File: src/rtl/regbus_pkg.sv
// Shared types and constants for the two-master peripheral register bus arbiter.
package regbus_pkg;

  typedef enum logic [1:0] {
    IDLE = 2'd0,
    BUS  = 2'd1,
    WAIT = 2'd2,
    ACK  = 2'd3
  } state_e;

  localparam logic M_I2C   = 1'b0;
  localparam logic M_LOCAL = 1'b1;

  localparam int DEF_AW = 8;
  localparam int DEF_DW = 8;

endpackage

File: src/rtl/regbus_rr_pick.sv
// Combinational two-way pick: round-robin on ties against the last owner, or
// fixed priority to master 0 when PRIO_FIXED is non-zero.
module regbus_rr_pick
  import regbus_pkg::*;
#(
  parameter int PRIO_FIXED = 0
) (
  input  logic req0,
  input  logic req1,
  input  logic gnt_id,
  output logic grant,
  output logic pick_id
);

  always_comb begin
    grant   = req0 | req1;
    pick_id = M_I2C;
    if (req0 && req1) begin
      pick_id = (PRIO_FIXED != 0) ? M_I2C : ~gnt_id;
    end else if (req1) begin
      pick_id = M_LOCAL;
    end
  end

endmodule

File: src/rtl/regbus_arbiter.sv
// Two-master arbiter for the single-port register bus: one transaction at a time,
// one-cycle bus strobe, programmable read latency, one-cycle ack to the owner.
//
// Handshake: a master raises req with rw/addr/wdata valid and holds req until its
// ack pulses; fields are sampled only in the IDLE cycle that grants it, ack is a
// single-cycle completion, and req must drop the cycle after ack unless a new
// transaction is being issued.
module regbus_arbiter
  import regbus_pkg::*;
#(
  parameter int AW         = DEF_AW,
  parameter int DW         = DEF_DW,
  parameter int RD_LATENCY = 1,
  parameter int PRIO_FIXED = 0
) (
  input  logic          clk,
  input  logic          rst,
  input  logic          req0,
  input  logic          rw0,
  input  logic [AW-1:0] addr0,
  input  logic [DW-1:0] wdata0,
  output logic          ack0,
  output logic [DW-1:0] rdata0,
  input  logic          req1,
  input  logic          rw1,
  input  logic [AW-1:0] addr1,
  input  logic [DW-1:0] wdata1,
  output logic          ack1,
  output logic [DW-1:0] rdata1,
  output logic          bus_en,
  output logic          bus_we,
  output logic [AW-1:0] bus_addr,
  output logic [DW-1:0] bus_wdata,
  input  logic [DW-1:0] bus_rdata,
  output logic          busy,
  output logic          gnt_id,
  output logic [1:0]    dbg_state
);

  localparam logic [1:0] LAT = 2'(RD_LATENCY);

  state_e        state, state_n;
  logic          owner_q;
  logic          rw_q;
  logic [1:0]    cnt_q;
  logic          gnt_id_q;
  logic          grant, pick_id;
  logic          do_grant, do_capture, load_cnt, dec_cnt;
  logic          sel_rw;
  logic [AW-1:0] sel_addr;
  logic [DW-1:0] sel_wdata;

  regbus_rr_pick #(.PRIO_FIXED(PRIO_FIXED)) u_pick (
    .req0    (req0),
    .req1    (req1),
    .gnt_id  (gnt_id_q),
    .grant   (grant),
    .pick_id (pick_id)
  );

  assign sel_rw    = pick_id ? rw1    : rw0;
  assign sel_addr  = pick_id ? addr1  : addr0;
  assign sel_wdata = pick_id ? wdata1 : wdata0;

  always_ff @(posedge clk) begin
    if (rst) state <= IDLE;
    else     state <= state_n;
  end

  always_comb begin
    state_n    = state;
    do_grant   = 1'b0;
    do_capture = 1'b0;
    load_cnt   = 1'b0;
    dec_cnt    = 1'b0;
    case (state)
      IDLE: begin
        if (grant) begin
          do_grant = 1'b1;
          state_n  = BUS;
        end
      end
      BUS: begin
        if (!rw_q) begin
          state_n = ACK;
        end else if (LAT == 2'd0) begin
          do_capture = 1'b1;
          state_n    = ACK;
        end else begin
          load_cnt = 1'b1;
          state_n  = WAIT;
        end
      end
      WAIT: begin
        // Count 1 is the cycle bus_rdata is valid (BUS + RD_LATENCY).
        if (cnt_q == 2'd1) begin
          do_capture = 1'b1;
          state_n    = ACK;
        end else begin
          dec_cnt = 1'b1;
        end
      end
      ACK:     state_n = IDLE;
      default: state_n = IDLE;
    endcase
  end

  always_ff @(posedge clk) begin
    if (rst) begin
      owner_q   <= M_I2C;
      rw_q      <= 1'b0;
      cnt_q     <= 2'd0;
      gnt_id_q  <= M_LOCAL;
      bus_en    <= 1'b0;
      bus_we    <= 1'b0;
      bus_addr  <= '0;
      bus_wdata <= '0;
      rdata0    <= '0;
      rdata1    <= '0;
    end else begin
      bus_en <= do_grant;
      if (do_grant) begin
        owner_q   <= pick_id;
        rw_q      <= sel_rw;
        bus_we    <= ~sel_rw;
        bus_addr  <= sel_addr;
        bus_wdata <= sel_wdata;
      end
      if (load_cnt)     cnt_q <= LAT;
      else if (dec_cnt) cnt_q <= cnt_q - 2'd1;
      if (do_capture) begin
        if (owner_q == M_LOCAL) rdata1 <= bus_rdata;
        else                    rdata0 <= bus_rdata;
      end
      if (state == ACK) gnt_id_q <= owner_q;
    end
  end

  assign ack0      = (state == ACK) && (owner_q == M_I2C);
  assign ack1      = (state == ACK) && (owner_q == M_LOCAL);
  assign busy      = (state != IDLE);
  assign gnt_id    = gnt_id_q;
  assign dbg_state = state;

endmodule

File: config.mk
export PLATFORM = sky130hd
export DESIGN_NAME = regbus_arbiter
export DESIGN_NICKNAME = d
export VERILOG_FILES = /design/src/rtl/regbus_pkg.sv /design/src/rtl/regbus_rr_pick.sv /design/src/rtl/regbus_arbiter.sv
export SDC_FILE = /design/constraint.sdc
export NUM_CORES = 1
export LEC_CHECK = 0
export CORE_MARGIN = 5
export CORE_UTILIZATION = 65
export CTS_CLUSTER_DIAMETER = 200
export DETAILED_ROUTE_END_ITERATION = 12
export DONT_BUFFER_PORTS = 1
export PLACE_DENSITY_LB_ADDON = 0.2
export SYNTH_ARGS = -nofsm -noshare
export SYNTH_HDL_FRONTEND = slang
export SYNTH_SLANG_ARGS = --single-unit
File: constraint.sdc
create_clock -name clk -period 4.71 [get_ports clk]
set_input_delay 0.942 -clock clk [delete_from_list [all_inputs] [get_ports clk]]
set_output_delay 0.942 -clock clk [all_outputs]
set_load 0.01 [all_outputs]
### Word level (Yosys, flattened, before mapping)

Cells that the tools add are included.

| storage, ports and cells | value |
|---|---|
| register bits after elaboration | 41 |
| input bits | 46 |
| logic and storage cells | 52 |
| output and inout bits | 40 |

| cells by class | value |
|---|---|
| bitwise logic cells | 4 |
| add/subtract/negate cells | 1 |
| mux-type cells | 19 |
| eq/ne operators | 6 |
| reductions and logical operators | 10 |

Operators by type and width:

| cell | count |
|---|---|
| $mux 8 | 2 |
| $mux 1 | 14 |
| $pmux 2 s4 | 1 |
| $reduce_and 2->1 | 3 |
| $eq 2x1->1 const B | 2 |
| $eq 2x2->1 const B | 2 |
| $mux 2 | 2 |
| $ne 2x2->1 const B | 2 |
| $reduce_bool 2->1 | 2 |
| $logic_and 1x1->1 | 3 |
| $not 1->1 | 3 |
| $logic_not 2->1 | 1 |
| $reduce_or 2->1 | 1 |
| $sub 2x1->2 const B | 1 |
| $or 1x1->1 | 1 |

### Depth between registers and ports, before layout

Gate-level depths: netlist of the first run.

| logic depth | value |
|---|---|
| depth after elaboration | 5 |
| mapped depth | 6 |
| gate-level depth less buffers | 5 |

### Hierarchy

Synthesis of the first run repeated with hierarchy kept, for this count alone.

| second synthesis, totals | value |
|---|---|
| cells, all modules | 181 |
| area, all modules | 1,783.0 sq um |

Modules (own cells, without submodules):

| module | cells an instance | area each (sq um) | times used | seq. area each (sq um) |
|---|---|---|---|---|
| regbus_arbiter | 179 | 1,769.2 | 1 | 820.8 |
| regbus_rr_pick | 2 | 13.8 | 1 | 0.0 |

### Worst setup path after synthesis of the first run

OpenSTA, ideal clock, no wires.

| path | value |
|---|---|
| path type | input -> register |
| start | input port req1 |
| end | register rw_q |
| stages on the path | 4 |
| setup time | 0.115 ns |
| slack | 2.862 ns |
| arrival | 1.733 ns |
| cells stage by stage | a21bo_2 buf_6 a221o_1 and2_1 |

| on the way | value |
|---|---|
| cells in the longest elaborated chain, start to end | 3 |
| elaborated cells on any way between the ends | 7 |
| classes of those cells | 5 x mux; 1 x bitwise; 1 x reduce/logical |

RTL lines:

| element | RTL line | RTL |
|---|---|---|
| from (decl) | regbus_arbiter.sv:24 | `input logic req1,` |
| $mux 1 (tied with other cells) | regbus_rr_pick.sv:20 | `end else if (req1) begin` |
| $mux 1, on equally long branches | regbus_rr_pick.sv:18, regbus_arbiter.sv:78 |  |
| $mux 1, on equally long branches | regbus_arbiter.sv:61, regbus_arbiter.sv:76 |  |
| to (signal assigned) | regbus_arbiter.sv:124 | `rw_q <= sel_rw;` |
| to (decl) | regbus_arbiter.sv:44 | `logic rw_q;` |

Several ways; a longest one is shown, not always the timed one.
A chain may end at the register's enable or synchronous reset.

### Final worst setup path of the first run

| path | value |
|---|---|
| start | register state[0] (netlist: dbg_state[0]) |
| end | output port busy |

| on the way | value |
|---|---|
| cells in the longest elaborated chain, start to end | 1 |

RTL lines:

| element | RTL line | RTL |
|---|---|---|
| from (decl) | regbus_arbiter.sv:42 | `state_e state, state_n;` |
| from (signal assigned) | regbus_arbiter.sv:67 | `else state <= state_n;` |
| $reduce_bool 2->1 | regbus_arbiter.sv:141 | `assign busy = (state != IDLE);` |
| to (decl) | regbus_arbiter.sv:35 | `output logic busy,` |

No other way between the ends.

==> Flow_metrics.wiki, run 1 <==
{| class="wikitable"
! Metric !! Value
|-
| Run status || finished, final reports clean
|-
| Average vias per placed instance || 6.12
|-
| GRT Max-Usage Layer || met2
|-
| Post-CTS clock slew at the launch and capture registers of the worst setup and hold paths || 0.12 ns
|-
| Routed WL per cell || 17.1 um
|-
| Total number of vias || 1359
|-
| Fill cell instance count of the final layout || 211
|-
| XOR/XNOR Fraction of Synth Area || 0.502%
|-
| Yosys cell types || 31
|-
| RSZ-0062 raised after global routing || no
|-
| Met3 Use GR || 7.02%
|-
| Half-perimeter wire length after placement || 2820 um
|-
| Antenna cells || 0
|-
| CTS resizes || 0
|-
| Fraction of final layout cells sized beyond drive strength 1 || 6.77%
|-
| CTS tree || yes
|-
| Count of buffers inserted at the top-level ports || 0
|-
| Largest delay share family, worst path || flip-flops
|-
| Num Clock Sinks || 41
|-
| Worst hold slack across all endpoints || 0.468 ns
|-
| MaxCap Viol Count || 0
|-
| DRT Pass-1 Iters || 4
|-
| DRC viols || 0
|-
| Area of the mapped netlist || 0.00174 sq mm
|-
| Post-Layout Inst Area || 0.00182 sq mm
|-
| Initial Util || 69.1%
|-
| Growth of design area from synthesis to finish || 4.09%
|-
| Slew margin rel. || 52.8%
|-
| GP Congestion || 0.691
|-
| DP Worst Slack || 2.67 ns
|-
| Die span in x || 61.8 um
|-
| Hold WC Path Type || reg2reg
|-
| Final cycle utilization of the critical path || 49.1%
|-
| Main combinational cell family by area after synthesis || compound AO/OA/AOI/OAI gates
|-
| Tot Pwr || 1.04 mW
|-
| Setup TNS Final || 0 ns
|-
| Post-synthesis share of cell area spent on and, or, nand and nor gates || 15.7%
|-
| Post-DP Area || 0.00173 sq mm
|-
| Wire length of the first global-routing pass || 5940 um
|-
| Total of warnings raised by yosys || 0
|-
| Path type of the worst setup path || reg2out
|-
| Most frequently used flop master after synthesis || dfxtp_1
|-
| H-tree depth || 2
|-
| Total setup violations reported at the end of the flow || 0
|-
| Ports || 86
|-
| Static leakage power || 0.827 nW
|-
| Share of flip-flops with an asynchronous set or reset || 0%
|-
| Count of endpoints failing hold in the final timing report || 0
|-
| Clk buf depth || 2
|-
| Final core area utilization || 72.0%
|-
| Least-Margin Pin Slew || 0.703 ns
|-
| Post-synth top area share || 47.1%
|-
| Critical path's most frequent cell || inv_1
|-
| Buf+Inv Stages, Crit Path || 2
|-
| Clock Skew || 0.00913 ns
|-
| Synth Area in Compound Gates || 17.8%
|-
| Shortest clock period the worst path allows after layout || 2.31 ns
|-
| Critical path's slowest cell || dfxtp_1
|-
| Number of antenna violations at the first check in global routing || 0
|-
| Cell breakdown of the critical path || inv_1 > ha_1 > inv_1
|-
| Flops & latches, synth || 41
|-
| Final std cells w/o fill || 222
|-
| Slew Viols, Final || 0
|-
| Clock latency reported for the late side of the worst-skew pair || 0.35 ns
|-
| Proportion of synthesized chip area in sequential cells || 47.1%
|-
| Number of buffers inserted for hold repair after clock tree synthesis || 0
|-
| Buffer cell driving the clock tree root || clkbuf_4
|-
| Maximum operating frequency || 432 MHz
|-
| Maximum VDD drop || 0.371 mV
|-
| Cell types occupying the most area after synthesis || dfxtp_1 (47%), mux2i_1 (9.8%), nor2_1 (7.5%)
|-
| Die footprint || 0.00382 sq mm
|-
| Critical path data arrival time || 1.37 ns
|-
| Global-route usage over all layers || 21.3%
|-
| Cell type with the highest aggregate area in the netlist || dfxtp_1
|-
| Residual overflow from global routing || 0
|-
| Total power divided by cell area || 572 mW/mm^2
|-
| Largest stage delay on the critical path || 0.49 ns
|-
| Overall routed net length || 3790 um
|-
| Vertical extent of the die || 61.8 um
|-
| Grt met1 use || 20.6%
|-
| Share of cell area taken by muxes after synthesis || 9.76%
|-
| Final WS setup || 2.40 ns
|-
| Required arrival time at the worst endpoint || 3.77 ns
|-
| Core area || 0.00252 sq mm
|-
| Instance count of the mapped netlist || 195
|-
| Met2 Usage GRT || 39.6%
|-
| Cell total after placement || 214
|-
| Number of nets in the finished design || 243
|-
| Synth Net Count || 247
|-
| Post-synthesis adder-cell area fraction || 4.30%
|-
| Mean Syn Cell Area || 8.94 sq um
|-
| Post-synth EDFFs || 0
|-
| Largest fanout on the critical path || 5
|-
| Worst Setup End Kind || output port
|-
| Post-CTS setup buffer count || 0
|-
| Vias in the first global route || 1406
|-
| Type of element launching the critical path || flop
|-
| Largest net degree at the start of global routing || 42
|-
| Starting DRC count in detailed routing || 57
|-
| Number of CTS-inserted buffers || 5
|-
| Num rows || 18
|-
| Antenna Nets Post-Route || 0
|}
cells by family after synthesis:
family,Yosys count
and+or+nand+nor,65
AOI/OAI and AO/OA,47
DFF,41
buffers and inverters,18
muxes,17
adders and majority gates,6
xor gates and xnor gates,1
tightest hold or removal path, delay by kind of cell (launching register included):
kind | cells | cell delay [ns]
flops | 1 | 0.32
simple gates | 1 | 0.07
compound gates | 1 | 0.06
synth_stat cells (2+ instances only):
library cell and instances:
inv_1 6, a211oi_1 17, nand3_1 2, ha_1 6, and2_1 3, nand2_1 19, dfxtp_1 41, mux2i_1 17
clkbuf_1 5, a21oi_1 20, nor2_1 35, buf_2 5
report_power, final:
part	total, mW	switching [mW]	internal [mW]
clock network	0.239	0.113	0.126
logic	0.274	0.158	0.116
registers	0.525	0.0964	0.429
cell type report:
cell class | count | area (sq um) | share of cell area [%]
flip-flops and latches | 41 | 821 | 45.2
clock inverters | 2 | 37.5 | 2.07
multi-input cells | 136 | 838 | 46.2
well taps | 30 | 37.5 | 2.07
repair buffers | 1 | 7.51 | 0.414
clock buffers | 6 | 51.3 | 2.83
inverters | 6 | 22.5 | 1.24
routing by layer:
layer  vias to the layer above  routed length (um)
met3                         4                 407
met4                         0                  27
met5                         -                   0
li1                        661                   -
met1                       627                1410
met2                        67                1940
layout by cell type, fill, tap and decap left out, drive strengths merged, types with 2 or more instances in the layout:
cell type  netlist  final
dfxtp           41     41
inv              6      6
and2             3      3
a21oi           20     20
ha               6      6
clkbuf           5      6
a211oi          17     17
nand2           19     19
nor2            35     35
mux2i           17     17
nand3            2      2
sequential cells by signal (all words and copies together), names as in the netlist:
signal,count
gnt_id,1
rdata1,8
rw_q,1
bus_wdata,8
cnt_q,2
bus_we,1
dbg_state,2
rdata0,8
bus_en,1
bus_addr,8
owner_q,1
final timing paths:
kind,from,endpoint,slack (ns),depth (start not counted)
max,dbg_state[0]$_SDFFE_PP0P_,busy,2.40,3
min,rw_q$_SDFFE_PP0P_,cnt_q[0]$_SDFFE_PP0P_,0.47,2
max reg2reg,dbg_state[0]$_SDFFE_PP0P_,dbg_state[1]$_SDFFE_PP0P_,3.00,5
min reg2reg,rw_q$_SDFFE_PP0P_,cnt_q[0]$_SDFFE_PP0P_,0.47,2
No activity file was read; power rests on OpenSTA's default activity.
==> inputs of run 2 (changes only) <==
CORE_UTILIZATION = 55   (was 65)
clock period = 2 ns   (was 4.71 ns; I/O delays follow)
==> Flow_metrics.wiki, run 2 (synthesis results as in run 1) <==
{| class="wikitable"
! Metric !! Value
|-
| Largest net degree at the start of global routing || 42 (unchanged)
|-
| Average vias per placed instance || 5.73 (was 6.12)
|-
| Final cycle utilization of the critical path || 87.9%
|-
| Worst flop-to-flop path startpoint || dbg_state[0]$_SDFFE_PP0P_ (unchanged)
|-
| Vias in the first global route || 1350 (was 1406)
|-
| Count of endpoints failing hold in the final timing report || 0 (unchanged)
|-
| Hold Crit Depth || 1 (was 2)
|-
| Fill cell instance count of the final layout || 298 (was 211)
|-
| Worst Setup End Kind || output port (unchanged)
|-
| Count of buffers inserted at the top-level ports || 0 (unchanged)
|-
| Shortest clock period the worst path allows after layout || 1.76 ns
|-
| Initial Util || 57.1% (was 69.1%)
|-
| Total power divided by cell area || 1340 mW/mm^2 (was 572 mW/mm^2)
|-
| Final std cells w/o fill || 238 (was 222)
|-
| Reg2reg end || dbg_state[1]$_SDFFE_PP0P_ (unchanged)
|-
| Clk buf depth || 2 (unchanged)
|-
| Ports || 86 (unchanged)
|-
| Total setup violations reported at the end of the flow || 0 (unchanged)
|-
| Setup TNS Final || 0 ns (unchanged)
|-
| Die span in x || 66.3 um (was 61.8 um)
|-
| Growth of design area from synthesis to finish || 5.74% (was 4.09%)
|-
| Global-route usage over all layers || 18.8% (was 21.3%)
|-
| Maximum VDD drop || 0.628 mV (was 0.371 mV)
|-
| H-tree depth || 2 (unchanged)
|-
| CTS resizes || 0 (unchanged)
|-
| Highest-count cells in the layout ignoring fill and taps || dfxtp_1 (41), nor2_1 (35), a21oi_1 (20) (unchanged)
|-
| Depth of the worst register-to-register path || 5 (unchanged)
|-
| Path type of the worst setup path || reg2out (unchanged)
|-
| Number of CTS-inserted buffers || 5 (unchanged)
|-
| Run status || finished, final reports clean (unchanged)
|-
| Post-CTS setup buffer count || 0 (unchanged)
|-
| Post-CTS clock slew at the launch and capture registers of the worst setup and hold paths || 0.12 ns (about the same)
|-
| MaxCap Viol Count || 0 (unchanged)
|-
| Hold WC Path Type || in2reg (was reg2reg)
|-
| Antenna cells || 0 (unchanged)
|-
| Starting DRC count in detailed routing || 70 (was 57)
|-
| CTS tree || yes (unchanged)
|-
| Number of antenna violations at the first check in global routing || 0 (unchanged)
|-
| Cell total after placement || 230 (was 214)
|-
| Largest fanout on the critical path || 5 (unchanged)
|-
| DRT Pass-1 Iters || 4 (unchanged)
|-
| Required arrival time at the worst endpoint || 1.60 ns (was 3.77 ns)
|-
| Least-Margin Pin Slew || 0.738 ns (was 0.703 ns)
|-
| Type of element launching the critical path || flop (unchanged)
|-
| Antenna Nets Post-Route || 0 (unchanged)
|-
| Die footprint || 0.00440 sq mm (was 0.00382 sq mm)
|-
| Overall routed net length || 3980 um (was 3790 um)
|-
| Slew Viols, Final || 0 (unchanged)
|-
| Leading cell type in the layout, fill and taps excluded || dfxtp_1 (unchanged)
|-
| Clock Skew || 0.00714 ns (was 0.00913 ns)
|-
| Vertical extent of the die || 66.3 um (was 61.8 um)
|-
| Startpoint of the tightest hold check path || rst (was rw_q$_SDFFE_PP0P_)
|-
| Num Clock Sinks || 41 (unchanged)
|-
| Buffer cell driving the clock tree root || clkbuf_4 (unchanged)
|-
| Residual overflow from global routing || 0 (unchanged)
|-
| Slew margin rel. || 50.5% (was 52.8%)
|-
| Fraction of final layout cells sized beyond drive strength 1 || 7.22% (was 6.77%)
|-
| Endpoint with the worst hold slack || rdata0[6]$_SDFFE_PP0P_ (was cnt_q[0]$_SDFFE_PP0P_)
|-
| Critical path data arrival time || 1.36 ns (was 1.37 ns)
|-
| Wire length of the first global-routing pass || 6290 um (was 5940 um)
|-
| Number of nets in the finished design || 245 (was 243)
|-
| Core area || 0.00305 sq mm (was 0.00252 sq mm)
|-
| Total number of vias || 1364 (was 1359)
|-
| Routed WL per cell || 16.7 um (was 17.1 um)
|-
| GP Congestion || 0.749 (was 0.691)
|-
| Maximum operating frequency || 569 MHz
|-
| DRC viols || 0 (unchanged)
|-
| Worst reg-to-reg setup slack || 0.29 ns (was 3.00 ns)
|-
| Half-perimeter wire length after placement || 2970 um (was 2820 um)
|-
| RSZ-0062 raised after global routing || no (unchanged)
|-
| Number of buffers inserted for hold repair after clock tree synthesis || 0 (unchanged)
|-
| Static leakage power || 0.838 nW (was 0.827 nW)
|-
| Clock latency reported for the late side of the worst-skew pair || 0.35 ns (about the same)
|-
| Num rows || 20 (was 18)
|}
==> run 2: changes by cell type in the layout (fill, tap and decap cells not counted), sizes merged <==
cell,delta
buf,+2
clkinvlp,-1
clkbuf,+1
==> run 2: layout make-up <==
cell class                      instances  area [sq um]  area share (%)
Multi-Input combinational cell        136           838            45.5
Tap cell                               44          55.1            2.99
Timing Repair Buffer                    3          22.5            1.22
Clock inverter                          1          30.0            1.63
Clock buffer                            7          55.1            2.99
Sequential cell                        41           821            44.5
Inverter                                6          22.5            1.22
==> run 2: how the worst max path moves through the flow <==
stage | start | to | slack [ns] | cells after the start
floorplan | dbg_state[0]$_SDFFE_PP0P_ | dbg_state[1]$_SDFFE_PP0P_ | 0.47 | 5
global placement | dbg_state[0]$_SDFFE_PP0P_ | rdata0[3]$_SDFFE_PP0P_ | 0.38 | 5
finish | dbg_state[0]$_SDFFE_PP0P_ | busy | 0.24 | 3
global route | dbg_state[0]$_SDFFE_PP0P_ | busy | 0.14 | 3
CTS | dbg_state[0]$_SDFFE_PP0P_ | busy | 0.23 | 3
detailed placement | dbg_state[0]$_SDFFE_PP0P_ | rdata0[4]$_SDFFE_PP0P_ | 0.31 | 5
==> run 2: routing by layer <==
layer	wire length, um	vias up	global-route usage [%]
met5	0	-	0
met4	42	0	6.09
met3	371	6	7.99
met2	1980	57	32.3
met1	1590	635	20.8
li1	-	666	-
==> run 2: critical path, stage by stage, from the launching register on <==
cell and delay, ns:
dfxtp_1 0.49, inv_1 0.14, ha_1 0.27, inv_1 0.12
==> run 2: power breakdown <==
| part | internal, mW | switching, mW |
|---|---|---|
| Clock | 0.299 | 0.262 |
| Sequential | 1.01 | 0.226 |
| Combinational | 0.293 | 0.383 |
==> run 2: per-stage QoR <==
stage               worst slack, ns  power (mW)  hold slack, ns  cell area [sq um]  utilization [%]
floorplan                     0.468        1.77           0.446               1740                -
finish                        0.243        2.47           0.103               1840             60.4
CTS                           0.226        2.50          0.0902               1840             60.4
global route                  0.141        2.66          0.0771               1840             60.4
global placement              0.378        1.89           0.461               1760             57.6
detailed placement            0.314        1.94           0.463               1760             57.6
==> RTL edit, RTL diff (config.mk and constraints of run 2) <==
Reset style: asynchronous (`rst`), changed in 2 clocked blocks.
--- a/src/rtl/regbus_arbiter.sv
+++ b/src/rtl/regbus_arbiter.sv
@@ -62,7 +62,7 @@
   assign sel_addr  = pick_id ? addr1  : addr0;
   assign sel_wdata = pick_id ? wdata1 : wdata0;
 
-  always_ff @(posedge clk) begin
+  always_ff @(posedge clk or posedge rst) begin
     if (rst) state <= IDLE;
     else     state <= state_n;
   end
@@ -105,7 +105,7 @@
     endcase
   end
 
-  always_ff @(posedge clk) begin
+  always_ff @(posedge clk or posedge rst) begin
     if (rst) begin
       owner_q   <= M_I2C;
       rw_q      <= 1'b0;
Formal check against the unedited RTL: differs if rst is asserted again (counterexample within 4 cycles, from zero or initial values and one cycle with rst high); with rst held inactive, the same outputs for 10 cycles.
==> RTL edit against run 2 <==
Sequential power rose by 40%; area after synthesis increased by 12%; clock skew is 3.7 ps higher; sequential cell count unchanged; final area is 9.4% higher; power rose by 32%; setup slack worse by 6.9 ps; routed wire length grew 2.0%; largest power group unchanged.
==> RTL edit: results (changes against run 2) <==
| Metric | Value |
|---|---|
| Syn nets | `219 (was 247)` |
| Share of layout cells above drive strength 1 | `32.9% (was 7.22%)` |
| Fillers | `267 (was 298)` |
| Post-DP Area | `1950 sq um (was 1760 sq um)` |
| GPL Wtd Cong | `0.748 (was 0.749)` |
| Final Util | `59.5% (was 60.4%)` |
| Clk buf depth | `2 (unchanged)` |
| Post-DP HPWL | `3.23 mm (was 2.97 mm)` |
| VDD IR-drop max | `0.000678 V (was 0.000628 V)` |
| Unique masters post-synth | `28 (was 31)` |
| Max H-tree Level | `2 (unchanged)` |
| Worst Clk Skew | `10.9 ps (was 7.14 ps)` |
| Global routing usage on met1 | `17.9% (was 20.8%)` |
| Sequential element share of the synthesized area | `52.8% (was 47.1%)` |
| Leakage | `0.869 nW (was 0.838 nW)` |
| Synth async-reset ratio | `100% (was 0%)` |
| Gr usage total | `17.6% (was 18.8%)` |
| Critical-path maximum fanout | `6 (was 5)` |
| Worst Hold Class | `in2reg (unchanged)` |
| Vias | `1,254 (was 1,364)` |
| Initial DRC Count | `107 (was 70)` |
| Met2 Resource Use GR | `30.4% (was 32.3%)` |
| Worst slew margin | `57.8% (was 50.5%)` |
| Routed Wire Length | `4.06 mm (was 3.98 mm)` |
| Global-route wire length before repair | `6.70 mm (was 6.29 mm)` |
| Vias in the first global route | `1,351 (was 1,350)` |
| Yosys Warn Count | `0 (unchanged)` |
| Hold-fix buffers at CTS | `1 (was 0)` |
| Commonest cells in the synthesized netlist | `dfrtp_1 (40), a21oi_2 (20), nand2_1 (20), mux2_2 (18), nor2_1 (18) (was dfxtp_1 (41), nor2_1 (35), a21oi_1 (20), nand2_1 (19))` |
| Met3 Track Usage GR | `7.68% (was 7.99%)` |
| Top post-synthesis cells by area | `dfrtp_1 (51%), mux2_2 (10%), a21oi_2 (9.0%), a21oi_1 (3.9%), ha_1 (3.9%) (was dfxtp_1 (47%), mux2i_1 (9.8%), nor2_1 (7.5%), a211oi_1 (7.3%), a21oi_1 (5.7%))` |
| Outcome | `finished clean (unchanged)` |
| Slowest-stage cell, CP | `dfrtp_1 (was dfxtp_1)` |
| Largest net degree at the start of global routing | `23 (was 42)` |
## RTL edit: cell types whose count changed after synthesis, moves of 16 or more
| cell | before | now |
|---|---|---|
| a21oi_2 | 0 | 20 |
| dfxtp_1 | 41 | 0 |
| a211oi_1 | 17 | 1 |
| nor2_1 | 35 | 18 |
| mux2i_1 | 17 | 1 |
| mux2_2 | 0 | 18 |
| dfrtp_1 | 0 | 40 |
## RTL edit: report_power, final
part           switching, mW  leakage, nW  total (mW)  internal, mW
Combinational          0.588        0.368        1.12         0.527
Clock                  0.264       0.0310       0.397         0.133
Sequential             0.500        0.470        1.74          1.24
## RTL edit: path summary, 6_finish.rpt
check	start	to	slack, ps	cells past startpoint
max in group asynchronous	rst	gnt_id	1160	3
min in group asynchronous	rst	rdata1[0]	530	3
hold reg to reg	rw_q	cnt_q[1]	500	1
hold / removal	wdata0[6]	bus_wdata[6]	170	2
setup / recovery	dbg_state[1]	busy	240	3
setup reg to reg	dbg_state[1]	bus_addr[4]	330	6
## RTL edit: final cells by class
cell class | instances | share of cell area [%]
clock buffer | 5 | 1.86
clock inverter | 3 | 0.868
inverter | 7 | 1.30
multi-input combinational | 113 | 40.6
sequential | 41 | 50.9
tap | 46 | 2.85
timing repair buffer | 4 | 1.61
## RTL edit: through the flow
| step | instances | power [mW] | setup slack [ps] |
|---|---|---|---|
| floorplan | 167 | 2.67 | 460 |
| global placement | 210 | 2.82 | 364 |
| detailed placement | 210 | 2.91 | 334 |
| CTS | 219 | 3.31 | 188 |
| global route | 219 | 3.51 | 130 |
| finish | 219 | 3.26 | 236 |
## RTL edit: per-layer routing
metal | part of all wire (%) | routed length [microns]
met1 | 36 | 1440
met2 | 52 | 2100
met3 | 10 | 423
met4 | 2.4 | 98
met5 | 0 | 0
## RTL edit: kinds of logic (layout without fill, tap and decap cells)
group           count (synthesis)  in the layout  synth area share, %
xor+xnor                        1              1                0.450
fa+ha+maj                       6              6                 3.86
simple gates                   43             43                 9.77
compound gates                 44             44                 17.1
mux                            19             19                 10.9
buf+inv                        13             19                 5.08
flops                          41             41                 52.8
